$ cat src/rtl/rf_pkg.sv
`default_nettype none
// +------------------------------------------------------------------+
// | Module : rf_pkg                                                  |
// | Desc   : Shared constants and clear-FSM state type for the       |
// |          multi-read-port register file.                          |
// | Rev    : 1.0  initial release                                    |
// +------------------------------------------------------------------+
package rf_pkg;
  localparam int RF_DATA_W    = 32;
  localparam int RF_ADDR_W    = 5;
  localparam int RF_ZERO_ADDR = 0;

  typedef enum logic [0:0] {
    RF_INIT = 1'b0,
    RF_IDLE = 1'b1
  } rf_state_e;
endpackage
`default_nettype wire

$ cat src/rtl/rf_clear_seq.sv
`default_nettype none
// +------------------------------------------------------------------+
// | Module : rf_clear_seq                                            |
// | Desc   : Clear sequencer. Sweeps a zero write across every       |
// |          register after reset or on a clear request.             |
// | Rev    : 1.0  initial release                                    |
// +------------------------------------------------------------------+
module rf_clear_seq
  import rf_pkg::*;
#(
  parameter int ADDR_W = RF_ADDR_W
) (
  input  logic              clk,
  input  logic              rst,
  input  logic              clr_req,
  output logic              init_busy,
  output logic              clr_we,
  output logic [ADDR_W-1:0] clr_addr
);
  localparam int                DEPTH  = 1 << ADDR_W;
  localparam logic [ADDR_W-1:0] c_LAST = ADDR_W'(DEPTH - 1);

  rf_state_e         r_state;
  rf_state_e         w_state_nxt;
  logic [ADDR_W-1:0] r_ptr;
  logic [ADDR_W-1:0] w_ptr_nxt;

  // State and sweep pointer; reset always restarts the sweep from r0.
  always_ff @(posedge clk or negedge rst) begin
    if (!rst) begin
      r_state <= RF_INIT;
      r_ptr   <= '0;
    end else begin
      r_state <= w_state_nxt;
      r_ptr   <= w_ptr_nxt;
    end
  end

  // Next state: walk the pointer to the last register, then idle until a clear request.
  always_comb begin
    w_state_nxt = r_state;
    w_ptr_nxt   = r_ptr;
    case (r_state)
      RF_INIT: begin
        if (r_ptr == c_LAST) begin
          w_state_nxt = RF_IDLE;
          w_ptr_nxt   = '0;
        end else begin
          w_ptr_nxt = r_ptr + 1'b1;
        end
      end
      RF_IDLE: begin
        if (clr_req) begin
          w_state_nxt = RF_INIT;
          w_ptr_nxt   = '0;
        end
      end
      default: begin
        w_state_nxt = RF_INIT;
        w_ptr_nxt   = '0;
      end
    endcase
  end

  assign init_busy = (r_state == RF_INIT);
  assign clr_we    = (r_state == RF_INIT);
  assign clr_addr  = r_ptr;
endmodule
`default_nettype wire

$ cat src/rtl/reg_file_mp.sv
`default_nettype none
// +------------------------------------------------------------------+
// | Module : reg_file_mp                                             |
// | Desc   : Register file with NUM_RD combinational read ports,     |
// |          one write port, optional write-to-read bypass, r0 tied  |
// |          to zero and a built-in clear sweep.                     |
// | Rev    : 1.0  initial release                                    |
// +------------------------------------------------------------------+
module reg_file_mp
  import rf_pkg::*;
#(
  parameter int DATA_W = RF_DATA_W,
  parameter int ADDR_W = RF_ADDR_W,
  parameter int NUM_RD = 2,
  parameter int BYPASS = 1
) (
  input  logic                     clk,
  input  logic                     rst,
  input  logic [NUM_RD-1:0]        rd_en,
  input  logic [NUM_RD*ADDR_W-1:0] rd_addr,
  output logic [NUM_RD*DATA_W-1:0] rd_data,
  input  logic                     we,
  input  logic [ADDR_W-1:0]        waddr,
  input  logic [DATA_W-1:0]        wdata,
  input  logic                     clr_req,
  output logic                     init_busy
);
  localparam int                DEPTH  = 1 << ADDR_W;
  localparam logic [ADDR_W-1:0] c_ZERO = ADDR_W'(RF_ZERO_ADDR);

  logic [DATA_W-1:0] r_mem [DEPTH];

  logic              w_clr_we;
  logic [ADDR_W-1:0] w_clr_addr;
  logic              w_ext_we;
  logic              w_we;
  logic [ADDR_W-1:0] w_waddr;
  logic [DATA_W-1:0] w_wdata;

  rf_clear_seq #(
    .ADDR_W (ADDR_W)
  ) u_clear_seq (
    .clk       (clk),
    .rst       (rst),
    .clr_req   (clr_req),
    .init_busy (init_busy),
    .clr_we    (w_clr_we),
    .clr_addr  (w_clr_addr)
  );

  // External writes only count while idle and never touch r0.
  assign w_ext_we = we && !init_busy && (waddr != c_ZERO);

  // The sweep owns the write port outright; external writes during it are lost.
  assign w_we    = w_clr_we ? 1'b1       : w_ext_we;
  assign w_waddr = w_clr_we ? w_clr_addr : waddr;
  assign w_wdata = w_clr_we ? '0         : wdata;

  // Single write port into the storage array; no reset so it maps onto RAM.
  always_ff @(posedge clk) begin
    if (w_we) begin
      r_mem[w_waddr] <= w_wdata;
    end
  end

  for (genvar k = 0; k < NUM_RD; k++) begin : g_rd
    logic [ADDR_W-1:0] w_ra;
    logic [DATA_W-1:0] w_rd;

    assign w_ra = rd_addr[k*ADDR_W +: ADDR_W];

    // Read priority: reset/sweep/disabled, then r0, then bypass, then storage.
    always_comb begin
      w_rd = '0;
      if (!rst || init_busy || !rd_en[k]) begin
        w_rd = '0;
      end else if (w_ra == c_ZERO) begin
        w_rd = '0;
      end else if ((BYPASS != 0) && we && (waddr == w_ra)) begin
        w_rd = wdata;
      end else begin
        w_rd = r_mem[w_ra];
      end
    end

    assign rd_data[k*DATA_W +: DATA_W] = w_rd;
  end
endmodule
`default_nettype wire
$ cat config.mk
export PLATFORM = sky130hd
export DESIGN_NAME = reg_file_mp
export DESIGN_NICKNAME = d
export VERILOG_FILES = /design/src/rtl/rf_pkg.sv /design/src/rtl/rf_clear_seq.sv /design/src/rtl/reg_file_mp.sv
export SDC_FILE = /design/constraint.sdc
export NUM_CORES = 1
export LEC_CHECK = 0
export CORE_ASPECT_RATIO = 1.4
export CORE_UTILIZATION = 50
export CTS_CLUSTER_SIZE = 28
export DETAILED_ROUTE_END_ITERATION = 8
export DONT_BUFFER_PORTS = 1
export GPL_TIMING_DRIVEN = 0
export MAX_ROUTING_LAYER = met4
export PLACE_DENSITY = 0.66
export RECOVER_POWER = 25
export SETUP_SLACK_MARGIN = 0.02
export SYNTH_ARGS = -nofsm -noshare
export SYNTH_HDL_FRONTEND = slang
export SYNTH_SLANG_ARGS = --single-unit
$ cat constraint.sdc
create_clock -name clk -period 5.9 [get_ports clk]
set_input_delay 1.475 -clock clk [delete_from_list [all_inputs] [get_ports clk]]
set_output_delay 1.475 -clock clk [all_outputs]
set_load 0.01 [all_outputs]
-- Word-level counts from Yosys, hierarchy flattened
Memory sizes are Yosys's and may differ from the RTL's.
Index checks and enable logic that the tools add are counted.
W data, S select, Z words.
- register bits: 6
- latch bits: 0
- RAM bits: 1024
- memory bits (read-only): 0
- bits of input ports: 53
- word-level logic and storage cells: 39
- memories: 1
- $add $sub $neg: 1
- multipliers: 0
- div/mod/pow operators: 0
- magnitude comparators: 0
- equality and inequality tests: 4
- shift operators: 0
- muxes and demuxes: 17
- bitwise logic cells: 1
- reductions and logical operators: 13
- memory list (memory ; words ; bits a word ; read ports ; clocked after Yosys merged registers in ; wr ports ; RTL line ; RTL):
    r_mem ; 32 ; 32 ; 2 ; 0 ; 1 ; reg_file_mp.sv:31 ; logic [DATA_W-1:0] r_mem [DEPTH];
- operator list (operator ; number):
    $mux W32 ; 7
    $mux W5 ; 3
    $eq A5 B5 Y1 ; 2
    $logic_not A5 Y1 ; 2
    $pmux W5 S2 ; 1
    $add A5 B1 Y5 const B ; 1
    $eq A5 B5 Y1 const B ; 1
    $mux W1 ; 5
    $reduce_bool A5 Y1 ; 1
    $logic_and A1 B1 Y1 ; 4
    $logic_not A1 Y1 ; 3
    $logic_or A1 B1 Y1 ; 3
    $ne A2 B2 Y1 const B ; 1
    $pmux W1 S2 ; 1
    $not A1 Y1 ; 1

-- Logic depth before layout (Yosys ltp)
- word-level depth: 5
- depth in mapped cells: 11
- gate-level depth less buffers: 5

-- By module
A second synthesis with hierarchy kept.
- cells, all modules: 2633
- area, all modules: 48803.1 µm²
- modules (own cells, without submodules) (module ; times used ; cells an instance ; area each (µm²) ; seq. area each (µm²)):
    reg_file_mp ; 1 ; 2607 ; 48504.0 ; 30749.5
    rf_clear_seq ; 1 ; 26 ; 299.0 ; 150.1

-- Worst setup path before layout
Ideal clock, no wire load.
- path kind: in2out
- from: input rd_addr[0]
- to: output rd_data[17]
- data arrival time: 3077 ps
- path slack: 1348 ps
- cell stages on the path: 8
- path through: buf_6 buf_12 buf_8 buf_2 mux4_2 a22o_1 a21oi_1 a31oi_1
- longest elaborated chain between the ends: 5
- ends and longest elaborated chain (what ; RTL line ; RTL):
    start, declared ; reg_file_mp.sv:20 ; input logic [NUM_RD*ADDR_W-1:0] rd_addr,
    branches (longest 3 deep; another with $mem_v2 Z32 W32) ; - ;
    $mux W32 * ; reg_file_mp.sv:77 ; end else if (w_ra == c_ZERO) begin
    $mux W32 * ; reg_file_mp.sv:75 ; if (!rst || init_busy || !rd_en[k]) begin
    end, declared ; reg_file_mp.sv:21 ; output logic [NUM_RD*DATA_W-1:0] rd_data,
Every way passes the cells marked *.

-- Worst setup path after layout
- from: input rd_addr[6]
- to: output rd_data[50]
Same word-level chain as after synthesis.

==> summary.md <==
| Metric | Value |
|---|---|
| Status | `complete, but fails checks` |
| Violated checks | `max-capacitance violations, max-slew violations, negative setup slack` |
| Critical path buffer and inverter count | `4` |
| DRT iter0 DRCs | `4,974` |
| Largest net degree at the start of global routing | `33` |
| Syn_nets | `2,908` |
| # rows | `136` |
| First-pass GRT wire length | `251,000 um` |
| # hold bufs at CTS | `0` |
| WP data arrival | `4.50 ns` |
| Largest area contributor in the netlist | `edfxtp_1` |
| Sink Count | `1,030` |
| Final std cells w/o fill | `4,389` |
| First-pass detailed-route iteration total | `8` |
| Critical path's top delay family | `buffers and inverters` |
| Antenna violations before repair | `11` |
| Max VDD drop | `0.000187 V` |
| CTS buffer count | `97` |
| Tot GR Track Use | `38.2%` |
| PwrDens | `350 nW/um^2` |
| DP Area | `51,900 um^2` |
| CP Cell Sequence | `buf_2 > or2_2 > clkbuf_1 > buf_2 > buf_4 > o22ai_1 > o21ai_0 > o211ai_1 > o221a_2` |
| Clock skew | `0.0299 ns` |
| Vias in the first global route | `32,187` |
| Switching share of power | `27.9%` |
| Psw | `0.00537 W` |
| Final Max Slew Viols | `514` |
| Ranking of synthesized cells by area | `edfxtp_1, mux4_2, mux2i_1` |
| Die X | `268 um` |
| Setup TNS | `-0.351 ns` |
| Port bufs | `0` |
| Post-Place Cells | `4,196` |
| Initial core utilization | `50.4%` |
| Post-DR vias/cell | `7.22` |
| Post-layout min period | `5.98 ns` |
| Layout cell share with drive strength beyond 1 | `23.4%` |
| Critical Path Slowest Stage Cell | `buf_2` |
| Final hold violation count | `0` |
| Crit start category | `primary input` |
| Die area | `100,000 um^2` |
| Comb pwr share | `17.1%` |
| Final nets | `3,039` |
| Delay of the slowest critical-path stage | `0.52 ns` |
| Yosys warns | `0` |
| Worst-Margin Slew | `2.15 ns` |
| Clk_lat worst skew | `0.71 ns` |
| Static Leakage | `18.4 nW` |
| Post-DP HPWL | `129,000 um` |
| Hold/Removal Path Class | `primary input to asynchronous set/reset pin` |
| Final Worst Setup Slack | `-0.0764 ns` |
| H-tree depth | `3` |
| CP Data Required Time | `4.43 ns` |
| Synth Instances | `2,853` |
| Post-CTS Setup Bufs | `0` |
| Final WL | `184,000 um` |
| Routed vias | `31,679` |
| Number of synthesized flops with an enable pin | `1,024` |
| Ports | `118` |
| Synthesis-to-finish area growth | `11.2%` |
| Remaining DRCs | `0` |
| Setup violations, final | `11` |
| Mean area per synthesized cell | `17.3 um^2` |
| CP most frequent cell | `buf_2` |
| Routed Antenna Nets | `0` |
| CP Capture Type | `primary output` |
| Crit share post-route | `101%` |
| Total grt overflow | `0` |
| Clock buffer depth | `3` |
| Async SR Flop Fraction | `0.583%` |
| Hold WS | `0.466 ns` |
| Max Fclk | `167 MHz` |
| Fraction of power consumed by sequential logic | `49.1%` |
| WS Path Type | `primary input to primary output` |
| Final design instance area without fill | `54,900 um^2` |
| #FFs+latches synth | `1,030` |
| Clock root cell | `clkbuf_16` |
| WL/cell | `42.0 um` |
| Clk pwr share | `33.7%` |
| Ys flop type | `edfxtp_1` |
| Max Cap Violations | `30` |
| Synthesized area | `49,400 um^2` |
| Chip height | `374 um` |
| Routability congestion estimate | `0.981` |
| Power Internal | `0.0139 W` |
| Final cell utilization of the core | `56.0%` |
| Post-synth top area share | `62.3%` |
| CP Max Fanout | `10` |
| Clk slew on worst S/H paths | `0.06 ns` |
| Slew headroom | `-43.4%` |
| RSZ-0062 raised after global routing | `no` |
| Register area share after synthesis | `62.6%` |
| Core footprint | `98,000 um^2` |
| Distinct cells, synth | `51` |
| CTS tree | `yes` |
final timing paths:
kind	end	start	slack [ns]	depth (start not counted)
worst min register to register	u_clear_seq.clr_addr[1]	u_clear_seq.clr_addr[1]	0.61	2
max in group asynchronous	u_clear_seq.clr_addr[4]	rst	5.35	0
worst min-delay path	u_clear_seq.r_state	rst	0.47	0
worst max-delay path	rd_data[50]	rd_addr[6]	-0.08	9
min in group clk	u_clear_seq.clr_addr[1]	u_clear_seq.clr_addr[1]	0.61	2
worst max register to register	r_mem[23][28]	u_clear_seq.r_state	1.43	7
repair_timing:
action,CTS,global route
endpoints found under the setup margin,59,18
hold endpoints to repair,0,0
cloned,0,0
gates resized for setup,31,20
pin swaps,0,0
routing by layer:
metal	GRT usage [%]	up-vias	wire length, um
li1	-	12270	-
met1	44.3	16278	61100
met2	58.0	2419	87000
met3	9.46	712	21400
met4	27.1	0	14900
met5	-	-	0
cells by family after synthesis:
kind of cell,Yosys count,share of synthesized area (%)
adder cells (fa/ha/maj),2,0.0507
AND/OR/NAND/NOR,283,2.94
AO/OA/AOI/OAI,495,7.06
buffers and inverters,244,3.01
multiplexers,787,24.2
XOR/XNOR,12,0.213
flip-flops,1030,62.6
power groups by stage:
stage / clock [W] / combinational (W) / sequential (W)
floorplan: 0 / 0.00188 / 0.00947
CTS: 0.00650 / 0.00336 / 0.00941
global route: 0.00674 / 0.00338 / 0.00950
detailed placement: 0 / 0.00335 / 0.00957
global placement: 0 / 0.00298 / 0.00959
finish: 0.00649 / 0.00330 / 0.00945
cell usage in the layout (no fill, tap or decap), types with 34 or more instances in the layout:
master	Yosys	routed
o21ai_0	59	59
buf_4	37	38
mux2i_1	429	429
clkbuf_1	100	99
mux4_2	320	320
a211oi_1	44	44
mux2_2	38	38
edfxtp_1	1024	1024
buf_6	34	34
nor3_1	50	50
a21oi_1	53	53
nor2b_1	58	57
o22ai_1	109	109
clkbuf_16	0	103
buf_2	46	47
a22oi_1	70	70
nand2_1	52	50
cell usage after synthesis, types with 20 or more instances:
cell      number
a211oi_1      44
a21oi_1       53
a22o_1        23
a22oi_1       70
a31oi_1       20
and2_1        34
buf_2         46
buf_4         37
buf_6         34
clkbuf_1     100
edfxtp_1    1024
mux2_2        38
mux2i_1      429
mux4_2       320
nand2_1       52
nand3_1       32
nor2_1        38
nor2b_1       58
nor3_1        50
o21ai_0       59
o221a_2       26
o22ai_1      109
sequential cells by signal, summed over array words and instances, names as in the netlist:
register,flops
u_clear_seq.clr_addr,5
u_clear_seq.r_state,1
r_mem,1024
metrics by stage:
stage               power [W]  setup slack, ns
floorplan              0.0113             1.35
global placement       0.0126           -0.648
detailed placement     0.0129           -0.606
CTS                    0.0193           0.0317
global route           0.0196           0.0401
finish                 0.0192          -0.0764
cell type report:
cell class	count	area, um^2
multi-input cells	1579	17000
repair buffers	32	583
clock buffers	123	2650
fillers	7545	43100
clock inverters	59	567
diodes	11	27.5
plain buffers	240	1510
inverters	4	15.0
flip-flops and latches	1030	30900
well taps	1311	1640
Power figures use the tool's default switching activity.
